## src/rtl/osd_pkg.sv

```systemverilog
`default_nettype none
// ============================================================================
//  Module   : osd_pkg
//  Purpose  : Shared types and default constants for the OSD character
//             renderer: RGB888 pixel type, 12-bit coordinate type, default
//             overlay placement/colour and the per-channel blend helper.
//  Revision : 1.0 - initial release
// ============================================================================
package osd_pkg;

  typedef logic [23:0] rgb888_t;
  typedef logic [11:0] coord_t;

  localparam int unsigned OSD_X_DEFAULT     = 64;
  localparam int unsigned OSD_Y_DEFAULT     = 32;
  localparam int unsigned OSD_W_DEFAULT     = 256;
  localparam int unsigned OSD_H_DEFAULT     = 64;
  localparam rgb888_t     OSD_COLOR_DEFAULT = 24'hFFFFFF;

  localparam coord_t COORD_MAX = 12'hFFF;

  // Half-intensity mix of two pixels, channel by channel: (a>>1)+(b>>1).
  // Each term is at most 7F, so the 8-bit sum never overflows.
  function automatic rgb888_t osd_blend(input rgb888_t pix, input rgb888_t col);
    rgb888_t res;
    for (int c = 0; c < 3; c++) begin
      res[c*8 +: 8] = {1'b0, pix[c*8+1 +: 7]} + {1'b0, col[c*8+1 +: 7]};
    end
    return res;
  endfunction

endpackage
`default_nettype wire

```

## src/rtl/osd_timing_delay.sv

```systemverilog
`default_nettype none
// ============================================================================
//  Module   : osd_timing_delay
//  Purpose  : DEPTH-stage shift delay carrying the packed pixel context
//             {hs, vs, de, data, inregion, bitidx} so it lines up with the
//             bitmap word returned by the external ROM.
//  Revision : 1.0 - initial release
// ============================================================================
module osd_timing_delay #(
  parameter int unsigned WIDTH = 8,
  parameter int unsigned DEPTH = 2
) (
  input  logic             clk,
  input  logic             rst,
  input  logic [WIDTH-1:0] din,
  output logic [WIDTH-1:0] dout
);

  logic [WIDTH-1:0] stage_q [DEPTH];
  logic [WIDTH-1:0] stage_d [DEPTH];

  // Each stage takes the value of the stage before it; stage 0 takes the input.
  always_comb begin
    stage_d[0] = din;
    for (int unsigned i = 1; i < DEPTH; i++) begin
      stage_d[i] = stage_q[i-1];
    end
  end

  // Shift register; reset flushes every stage so stale pixels never reappear.
  always_ff @(posedge clk) begin
    if (rst) begin
      for (int unsigned i = 0; i < DEPTH; i++) begin
        stage_q[i] <= '0;
      end
    end else begin
      for (int unsigned i = 0; i < DEPTH; i++) begin
        stage_q[i] <= stage_d[i];
      end
    end
  end

  assign dout = stage_q[DEPTH-1];

endmodule
`default_nettype wire

```

## src/rtl/osd_char_render.sv

```systemverilog
`default_nettype none
// ============================================================================
//  Module   : osd_char_render
//  Purpose  : Overlays a 1-bpp bitmap (read from an external ROM) onto an
//             RGB888 video stream inside a fixed rectangular region.
//             Latency input->output is ROM_LATENCY+2 clocks on every output.
//             Build option OSD_CHAR_RENDER_BLEND_EN: overlay pixels become a
//             50/50 mix of the input and OSD_COLOR instead of replacing it.
//  Revision : 1.0 - initial release
// ============================================================================
module osd_char_render
  import osd_pkg::*;
#(
  parameter int unsigned ADDR_WIDTH  = 10,
  parameter int unsigned DATA_WIDTH  = 32,
  parameter int unsigned ROM_LATENCY = 1,
  parameter int unsigned OSD_X       = OSD_X_DEFAULT,
  parameter int unsigned OSD_Y       = OSD_Y_DEFAULT,
  parameter int unsigned OSD_W       = OSD_W_DEFAULT,
  parameter int unsigned OSD_H       = OSD_H_DEFAULT,
  parameter rgb888_t     OSD_COLOR   = OSD_COLOR_DEFAULT
) (
  input  logic                  clk,
  input  logic                  rst,
  input  logic                  osd_en,
  input  logic                  i_hs,
  input  logic                  i_vs,
  input  logic                  i_de,
  input  logic [23:0]           i_data,
  output logic [ADDR_WIDTH-1:0] rom_addr,
  input  logic [DATA_WIDTH-1:0] rom_rd_data,
  output logic                  o_hs,
  output logic                  o_vs,
  output logic                  o_de,
  output logic [23:0]           o_data
);

  localparam int unsigned BIT_W          = (DATA_WIDTH > 1) ? $clog2(DATA_WIDTH) : 1;
  localparam int unsigned WORDS_PER_LINE = OSD_W / DATA_WIDTH;
  localparam int unsigned PIPE_W         = 3 + 24 + 1 + BIT_W;
  // Context must wait for the address register plus the ROM read.
  localparam int unsigned PIPE_DEPTH     = ROM_LATENCY + 1;

  // Region bounds in 13 bits so OSD_X+OSD_W cannot wrap.
  localparam logic [12:0] X_LO  = 13'(OSD_X);
  localparam logic [12:0] X_HI  = 13'(OSD_X + OSD_W);
  localparam logic [12:0] Y_LO  = 13'(OSD_Y);
  localparam logic [12:0] Y_HI  = 13'(OSD_Y + OSD_H);
  localparam coord_t      X_ORG = coord_t'(OSD_X);
  localparam coord_t      Y_ORG = coord_t'(OSD_Y);
  localparam coord_t      DW_C  = coord_t'(DATA_WIDTH);

  // Front-end state
  coord_t                  x_q, x_d;
  coord_t                  y_q, y_d;
  logic                    vs_prev_q, vs_prev_d;
  logic                    de_prev_q, de_prev_d;
  logic                    active_en_q, active_en_d;
  logic                    frame_valid_q, frame_valid_d;
  logic [ADDR_WIDTH-1:0]   rom_addr_q, rom_addr_d;

  // Front-end combinational helpers
  logic                    vs_rise;
  logic                    de_fall;
  logic                    in_region;
  coord_t                  rel_x;
  coord_t                  rel_y;
  logic [23:0]             addr_wide;
  logic [BIT_W-1:0]        bit_idx;

  // Delayed pixel context
  logic [PIPE_W-1:0]       pipe_in;
  logic [PIPE_W-1:0]       pipe_out;
  logic                    d_hs, d_vs, d_de, d_inregion;
  rgb888_t                 d_data;
  logic [BIT_W-1:0]        d_bit_idx;

  // Output stage
  logic [DATA_WIDTH-1:0]   rom_shifted;
  logic                    pix_on;
  rgb888_t                 overlay_pix;
  logic                    out_hs_q, out_hs_d;
  logic                    out_vs_q, out_vs_d;
  logic                    out_de_q, out_de_d;
  rgb888_t                 out_data_q, out_data_d;

  // Pixel/line counters, frame-boundary enable capture and ROM address.
  always_comb begin
    vs_rise   = i_vs & ~vs_prev_q;
    de_fall   = de_prev_q & ~i_de;
    rel_x     = x_q - X_ORG;
    rel_y     = y_q - Y_ORG;
    in_region = i_de
              && ({1'b0, x_q} >= X_LO) && ({1'b0, x_q} < X_HI)
              && ({1'b0, y_q} >= Y_LO) && ({1'b0, y_q} < Y_HI);
    addr_wide  = 24'(rel_y) * 24'(WORDS_PER_LINE) + 24'(rel_x / DW_C);
    bit_idx    = BIT_W'(rel_x % DW_C);
    rom_addr_d = in_region ? ADDR_WIDTH'(addr_wide) : '0;

    // x holds the index of the current pixel; any blank cycle clears it.
    x_d = '0;
    if (i_de) begin
      x_d = (x_q == COORD_MAX) ? x_q : x_q + 12'd1;
    end

    // Frame start beats a simultaneous end-of-line.
    y_d = y_q;
    if (vs_rise) begin
      y_d = '0;
    end else if (de_fall && (y_q != COORD_MAX)) begin
      y_d = y_q + 12'd1;
    end

    // The enable request is only honoured at a frame boundary.
    active_en_d   = vs_rise ? osd_en : active_en_q;
    frame_valid_d = frame_valid_q | vs_rise;
    vs_prev_d     = i_vs;
    de_prev_d     = i_de;
  end

  assign pipe_in = {i_hs, i_vs, i_de, i_data, in_region, bit_idx};

  osd_timing_delay #(
    .WIDTH (PIPE_W),
    .DEPTH (PIPE_DEPTH)
  ) u_delay (
    .clk  (clk),
    .rst  (rst),
    .din  (pipe_in),
    .dout (pipe_out)
  );

  assign {d_hs, d_vs, d_de, d_data, d_inregion, d_bit_idx} = pipe_out;

  // Select the bitmap bit (MSB = leftmost pixel) and composite the pixel.
  always_comb begin
    rom_shifted = rom_rd_data << d_bit_idx;
    pix_on      = d_inregion & rom_shifted[DATA_WIDTH-1] & active_en_q & frame_valid_q;
`ifdef OSD_CHAR_RENDER_BLEND_EN
    overlay_pix = osd_blend(d_data, OSD_COLOR);
`else
    overlay_pix = OSD_COLOR;
`endif
    out_hs_d   = d_hs;
    out_vs_d   = d_vs;
    out_de_d   = d_de;
    out_data_d = pix_on ? overlay_pix : d_data;
  end

  // All state and output registers; reset returns everything to zero.
  always_ff @(posedge clk) begin
    if (rst) begin
      x_q           <= '0;
      y_q           <= '0;
      vs_prev_q     <= 1'b0;
      de_prev_q     <= 1'b0;
      active_en_q   <= 1'b0;
      frame_valid_q <= 1'b0;
      rom_addr_q    <= '0;
      out_hs_q      <= 1'b0;
      out_vs_q      <= 1'b0;
      out_de_q      <= 1'b0;
      out_data_q    <= '0;
    end else begin
      x_q           <= x_d;
      y_q           <= y_d;
      vs_prev_q     <= vs_prev_d;
      de_prev_q     <= de_prev_d;
      active_en_q   <= active_en_d;
      frame_valid_q <= frame_valid_d;
      rom_addr_q    <= rom_addr_d;
      out_hs_q      <= out_hs_d;
      out_vs_q      <= out_vs_d;
      out_de_q      <= out_de_d;
      out_data_q    <= out_data_d;
    end
  end

  assign rom_addr = rom_addr_q;
  assign o_hs     = out_hs_q;
  assign o_vs     = out_vs_q;
  assign o_de     = out_de_q;
  assign o_data   = out_data_q;

endmodule
`default_nettype wire

```

## config.mk

```make
export PLATFORM = sky130hd
export DESIGN_NAME = osd_char_render
export DESIGN_NICKNAME = d
export VERILOG_FILES = /design/src/rtl/osd_pkg.sv /design/src/rtl/osd_timing_delay.sv /design/src/rtl/osd_char_render.sv
export SDC_FILE = /design/constraint.sdc
export NUM_CORES = 1
export LEC_CHECK = 0
export CORE_ASPECT_RATIO = 1.2
export CORE_MARGIN = 3
export CORE_UTILIZATION = 55
export DETAILED_ROUTE_END_ITERATION = 16
export PLACE_DENSITY = 0.85
export SETUP_SLACK_MARGIN = 0.2
export SKIP_CTS_REPAIR_TIMING = 1
export SLEW_MARGIN = 20
export SYNTH_ARGS = -nofsm -noshare
export SYNTH_HDL_FRONTEND = slang
export SYNTH_HIERARCHICAL = 1
export SYNTH_SLANG_ARGS = --single-unit
```

## constraint.sdc

```tcl
create_clock -name clk -period 6.37 [get_ports clk]
set_input_delay 0.9555 -clock clk [delete_from_list [all_inputs] [get_ports clk]]
set_output_delay 0.9555 -clock clk [all_outputs]
set_load 0.01 [all_outputs]
```

==> impl_metrics.env <==
export IMPL_detailroute_via_count=3391
export IMPL_num_io_pins=99
export IMPL_hold_path_endpoint="u_delay/stage_q[0][36]$_SDFF_PP0_"
export IMPL_instance_count_of_the_mapped_netlist=464
export IMPL_yosys_cell_types_count=42
export IMPL_cts_buffer_count=17
export IMPL_post_dr_vias_cell=4.922
export IMPL_worst_max_slew_pin_slew_ns=0.9907
export IMPL_final_hold_vios=0
export IMPL_via_count_of_the_first_global_routing_pass=3427
export IMPL_min_delay_path_class="reg -> reg"
export IMPL_mostFrequentLayoutCells="sky130_fd_sc_hd__dfxtp_1 (131), sky130_fd_sc_hd__clkdlybuf4s50_1 (97), sky130_fd_sc_hd__nor2b_1 (74)"
export IMPL_fmaxAchievable_mhz=343.9
export IMPL_rr_endpoint="o_data[23]$_SDFF_PP0_"
export IMPL_area_growth_pct=32.38
export IMPL_timing_final_crit_period_ns=2.907
export IMPL_ctsRootBufferMaster="sky130_fd_sc_hd__clkbuf_8"
export IMPL_leakage_nw=2.469
export IMPL_multi_input_comb_area_mm2=0.001918
export IMPL_worst_hold_path_num_cells=1
export IMPL_postRouteAntennaNets=0
export IMPL_insertion_delay_ns=0.52
export IMPL_tritoncts="yes"
export IMPL_postSynthRegisterBits=131
export IMPL_yosys_warning_total=6
export IMPL_die_height_um=108.7
export IMPL_dp_cells=657
export IMPL_fp_dieW_um=91.62
export IMPL_antenna_diode_count=0
export IMPL_synthesis_nets=539
export IMPL_cts_htree_levels=4
export IMPL_hpwlAfterDp_mm=6.191
export IMPL_cts_buffer_depth=2
export IMPL_drt_drc_violations_left=0
export IMPL_layout_cells_excl_fill=689
export IMPL_layout_cells_most_common="sky130_fd_sc_hd__dfxtp_1"
export IMPL_timing_max_transition_violations_final=0
export IMPL_slew_headroom=0.3395
export IMPL_place_port_buffers=98
export IMPL_core_area_mm2=0.008333
export IMPL_ir_worst_vdd_mv=0.2850
export IMPL_wire_length_reported_by_the_detailed_router_mm=9.655
export IMPL_timing_setup_critical_path_class="in -> reg"
export IMPL_status="finished clean"
export IMPL_unrepaired_setup_endpoints_after_global_routing="false"
export IMPL_global_route_usage_total=0.2039
export IMPL_synth_yosys_seq_area_share=0.5420
export IMPL_grt_antenna_before_repair=0
export IMPL_setup_tns_final_ns=0
export IMPL_die_area_mm2=0.009963
export IMPL_min_period_over_period=0.4564
export IMPL_crit_path_max_fanout=24
export IMPL_finClkSkew_ns=0.01303
export IMPL_worst_endpoint_arrival_ns=3.32
export IMPL_drt_iter0_markers=173
export IMPL_maximum_number_of_pins_on_one_net_before_global_route_repair=100
export IMPL_start_util=0.5806
export IMPL_final_nets=637
export IMPL_drtPass1Iterations=4
export IMPL_fillCellCount=511
export IMPL_cts_reportedPaths_clkPinSlew_ns=0.06
export IMPL_worst_setup_path_end_kind="register"
export IMPL_synthesis_area_mm2=0.004838
export IMPL_gpl_final_weighted_congestion=0.8214
export IMPL_avgRoutedWirePerCell_um=14.01
export IMPL_cts_sinks=131
export IMPL_post_synthesis_area_per_instance_um2=10.43
export IMPL_grt_first_pass_wirelength_mm=15.95
export IMPL_start_point_of_the_worst_min_delay_path="u_delay/stage_q[0][3]$_SDFF_PP0_"
export IMPL_worst_setup_start_kind="input pin"
export IMPL_timing_rr_start="u_delay/stage_q[0][34]$_SDFF_PP0_"
export IMPL_drv_max_cap_violation_count=0
export IMPL_placement_rows=36
export IMPL_gr_overflow_total=0
export IMPL_seq_area_mm2=0.002623
export IMPL_regToRegSetupSlack_ns=3.58
export IMPL_required_time_at_the_endpoint_of_the_critical_path_ns=6.78
export IMPL_power_density_mw_per_mm2=291.3
export IMPL_drive_above_1_share=0.1026
export IMPL_setup_violations_final=0
export IMPL_rr_worst_depth=5
## flip-flops by register name, summed over array words and instances (netlist names)
register         count
frame_valid_q        1
y_q                 12
o_de                 1
x_q                 12
de_prev_q            1
rom_addr            10
o_hs                 1
u_delay/stage_q     66
active_en_q          1
vs_prev_q            1
o_data              24
o_vs                 1
## where the power goes
group          total [mW]  internal, mW  switching (mW)
registers           0.851         0.843         0.00806
clock network       0.916         0.540           0.376
logic              0.0983        0.0615          0.0368
## stage by stage
| step | instance area [µm²] | hold slack [ns] | utilization | worst slack, ns | power (mW) |
|---|---|---|---|---|---|
| 2_1_floorplan | 4838 | 0.4138 | - | 4.124 | 0.9131 |
| 3_3_place_gp | 5834 | 0.4164 | 0.7002 | 3.147 | 0.9614 |
| 3_5_place_dp | 5834 | 0.4204 | 0.7002 | 3.024 | 0.9653 |
| 4_1_cts | 6405 | 0.4319 | 0.7686 | 3.456 | 1.880 |
| 5_1_grt | 6405 | 0.4503 | 0.7686 | 3.324 | 1.927 |
| 6_report | 6405 | 0.4283 | 0.7686 | 3.463 | 1.866 |
## synthesized netlist by cell type
cell type,n,area (µm²)
sky130_fd_sc_hd__buf_6,7,78.83
sky130_fd_sc_hd__nand2b_1,2,12.51
sky130_fd_sc_hd__a21o_1,1,7.510
sky130_fd_sc_hd__o21ai_2,20,175.2
sky130_fd_sc_hd__buf_2,4,20.02
sky130_fd_sc_hd__nand4_2,1,12.51
sky130_fd_sc_hd__mux4_2,2,45.04
sky130_fd_sc_hd__ha_1,12,150.1
sky130_fd_sc_hd__o211a_1,1,10.01
sky130_fd_sc_hd__nor2b_1,74,462.9
sky130_fd_sc_hd__a311oi_1,1,8.760
sky130_fd_sc_hd__buf_1,1,3.750
sky130_fd_sc_hd__or4_1,1,7.510
sky130_fd_sc_hd__nor3_1,9,45.04
sky130_fd_sc_hd__nor4b_1,1,8.760
sky130_fd_sc_hd__inv_1,42,157.7
sky130_fd_sc_hd__buf_4,1,7.510
sky130_fd_sc_hd__mux4_1,3,78.83
sky130_fd_sc_hd__a211oi_1,4,30.03
sky130_fd_sc_hd__or3_1,7,43.79
sky130_fd_sc_hd__mux2i_1,15,150.1
sky130_fd_sc_hd__o41ai_1,1,8.760
sky130_fd_sc_hd__or2_2,1,6.260
sky130_fd_sc_hd__dfxtp_1,131,2623
sky130_fd_sc_hd__xnor2_1,12,105.1
sky130_fd_sc_hd__a31oi_1,1,6.260
sky130_fd_sc_hd__nand3b_1,3,22.52
sky130_fd_sc_hd__a21oi_1,12,60.06
sky130_fd_sc_hd__and3_1,5,31.28
sky130_fd_sc_hd__nand3_1,6,30.03
sky130_fd_sc_hd__nand4b_1,1,8.760
sky130_fd_sc_hd__xor2_1,9,78.83
sky130_fd_sc_hd__o21ai_0,11,55.05
sky130_fd_sc_hd__and4_1,1,8.760
sky130_fd_sc_hd__and2_1,1,6.260
sky130_fd_sc_hd__nor3b_1,2,15.01
sky130_fd_sc_hd__nand4_1,8,50.05
sky130_fd_sc_hd__nand2_1,8,30.03
sky130_fd_sc_hd__nor4_1,1,6.260
sky130_fd_sc_hd__nor2_1,32,120.1
sky130_fd_sc_hd__fa_1,1,20.02
sky130_fd_sc_hd__clkbuf_1,8,30.03
## worst max path at each step
stage | slack (ns) | startpoint | to | cells past startpoint
2_1_floorplan | 4.12 | x_q[6]$_SDFFE_PP0P_ | rom_addr[9]$_SDFF_PP0_ | 11
3_3_place_gp | 3.15 | rom_rd_data[0] | o_data[23]$_SDFF_PP0_ | 6
3_5_place_dp | 3.02 | rom_rd_data[1] | o_data[2]$_SDFF_PP0_ | 6
4_1_cts | 3.46 | rom_rd_data[1] | o_data[23]$_SDFF_PP0_ | 6
5_1_grt | 3.32 | rom_rd_data[1] | o_data[23]$_SDFF_PP0_ | 6
6_report | 3.46 | rom_rd_data[1] | o_data[23]$_SDFF_PP0_ | 6
## worst max-delay path: stages
cell and delay [ns]:
sky130_fd_sc_hd__clkdlybuf4s50_1 0.46, sky130_fd_sc_hd__mux2i_1 0.07, sky130_fd_sc_hd__mux4_2 0.48, sky130_fd_sc_hd__a31oi_1 0.22
sky130_fd_sc_hd__nand4_2 0.74, sky130_fd_sc_hd__o21ai_0 0.37
## kinds of logic (layout without fill, tap and decap cells)
logic type	after synthesis	after routing	synth area share
and+or+nand+nor	164	164	0.1919
adders and majority gates	13	13	0.03517
DFF	131	131	0.5420
muxes	20	20	0.05663
buffers and inverters	63	174	0.06155
xor gates and xnor gates	21	21	0.03801
AOI/OAI and AO/OA	52	52	0.07474
## per-layer routing
| layer | routed length (µm) | GRT usage | vias to the layer above |
|---|---|---|---|
| li1 | - | - | 1706 |
| met1 | 3935 | 0.2273 | 1577 |
| met2 | 5125 | 0.3640 | 91 |
| met3 | 391 | 0.05590 | 17 |
| met4 | 202 | 0.08944 | 0 |
| met5 | 0 | 0 | - |
## area by class of cell
type / instances / share of cell area
Sequential cell: 131 / 0.4095
Multi-Input combinational cell: 270 / 0.2995
Clock inverter: 14 / 0.02227
Inverter: 42 / 0.02461
Tap cell: 114 / 0.02227
Timing Repair Buffer: 100 / 0.1551
Clock buffer: 18 / 0.06681
(Power assumes the default switching activity.)
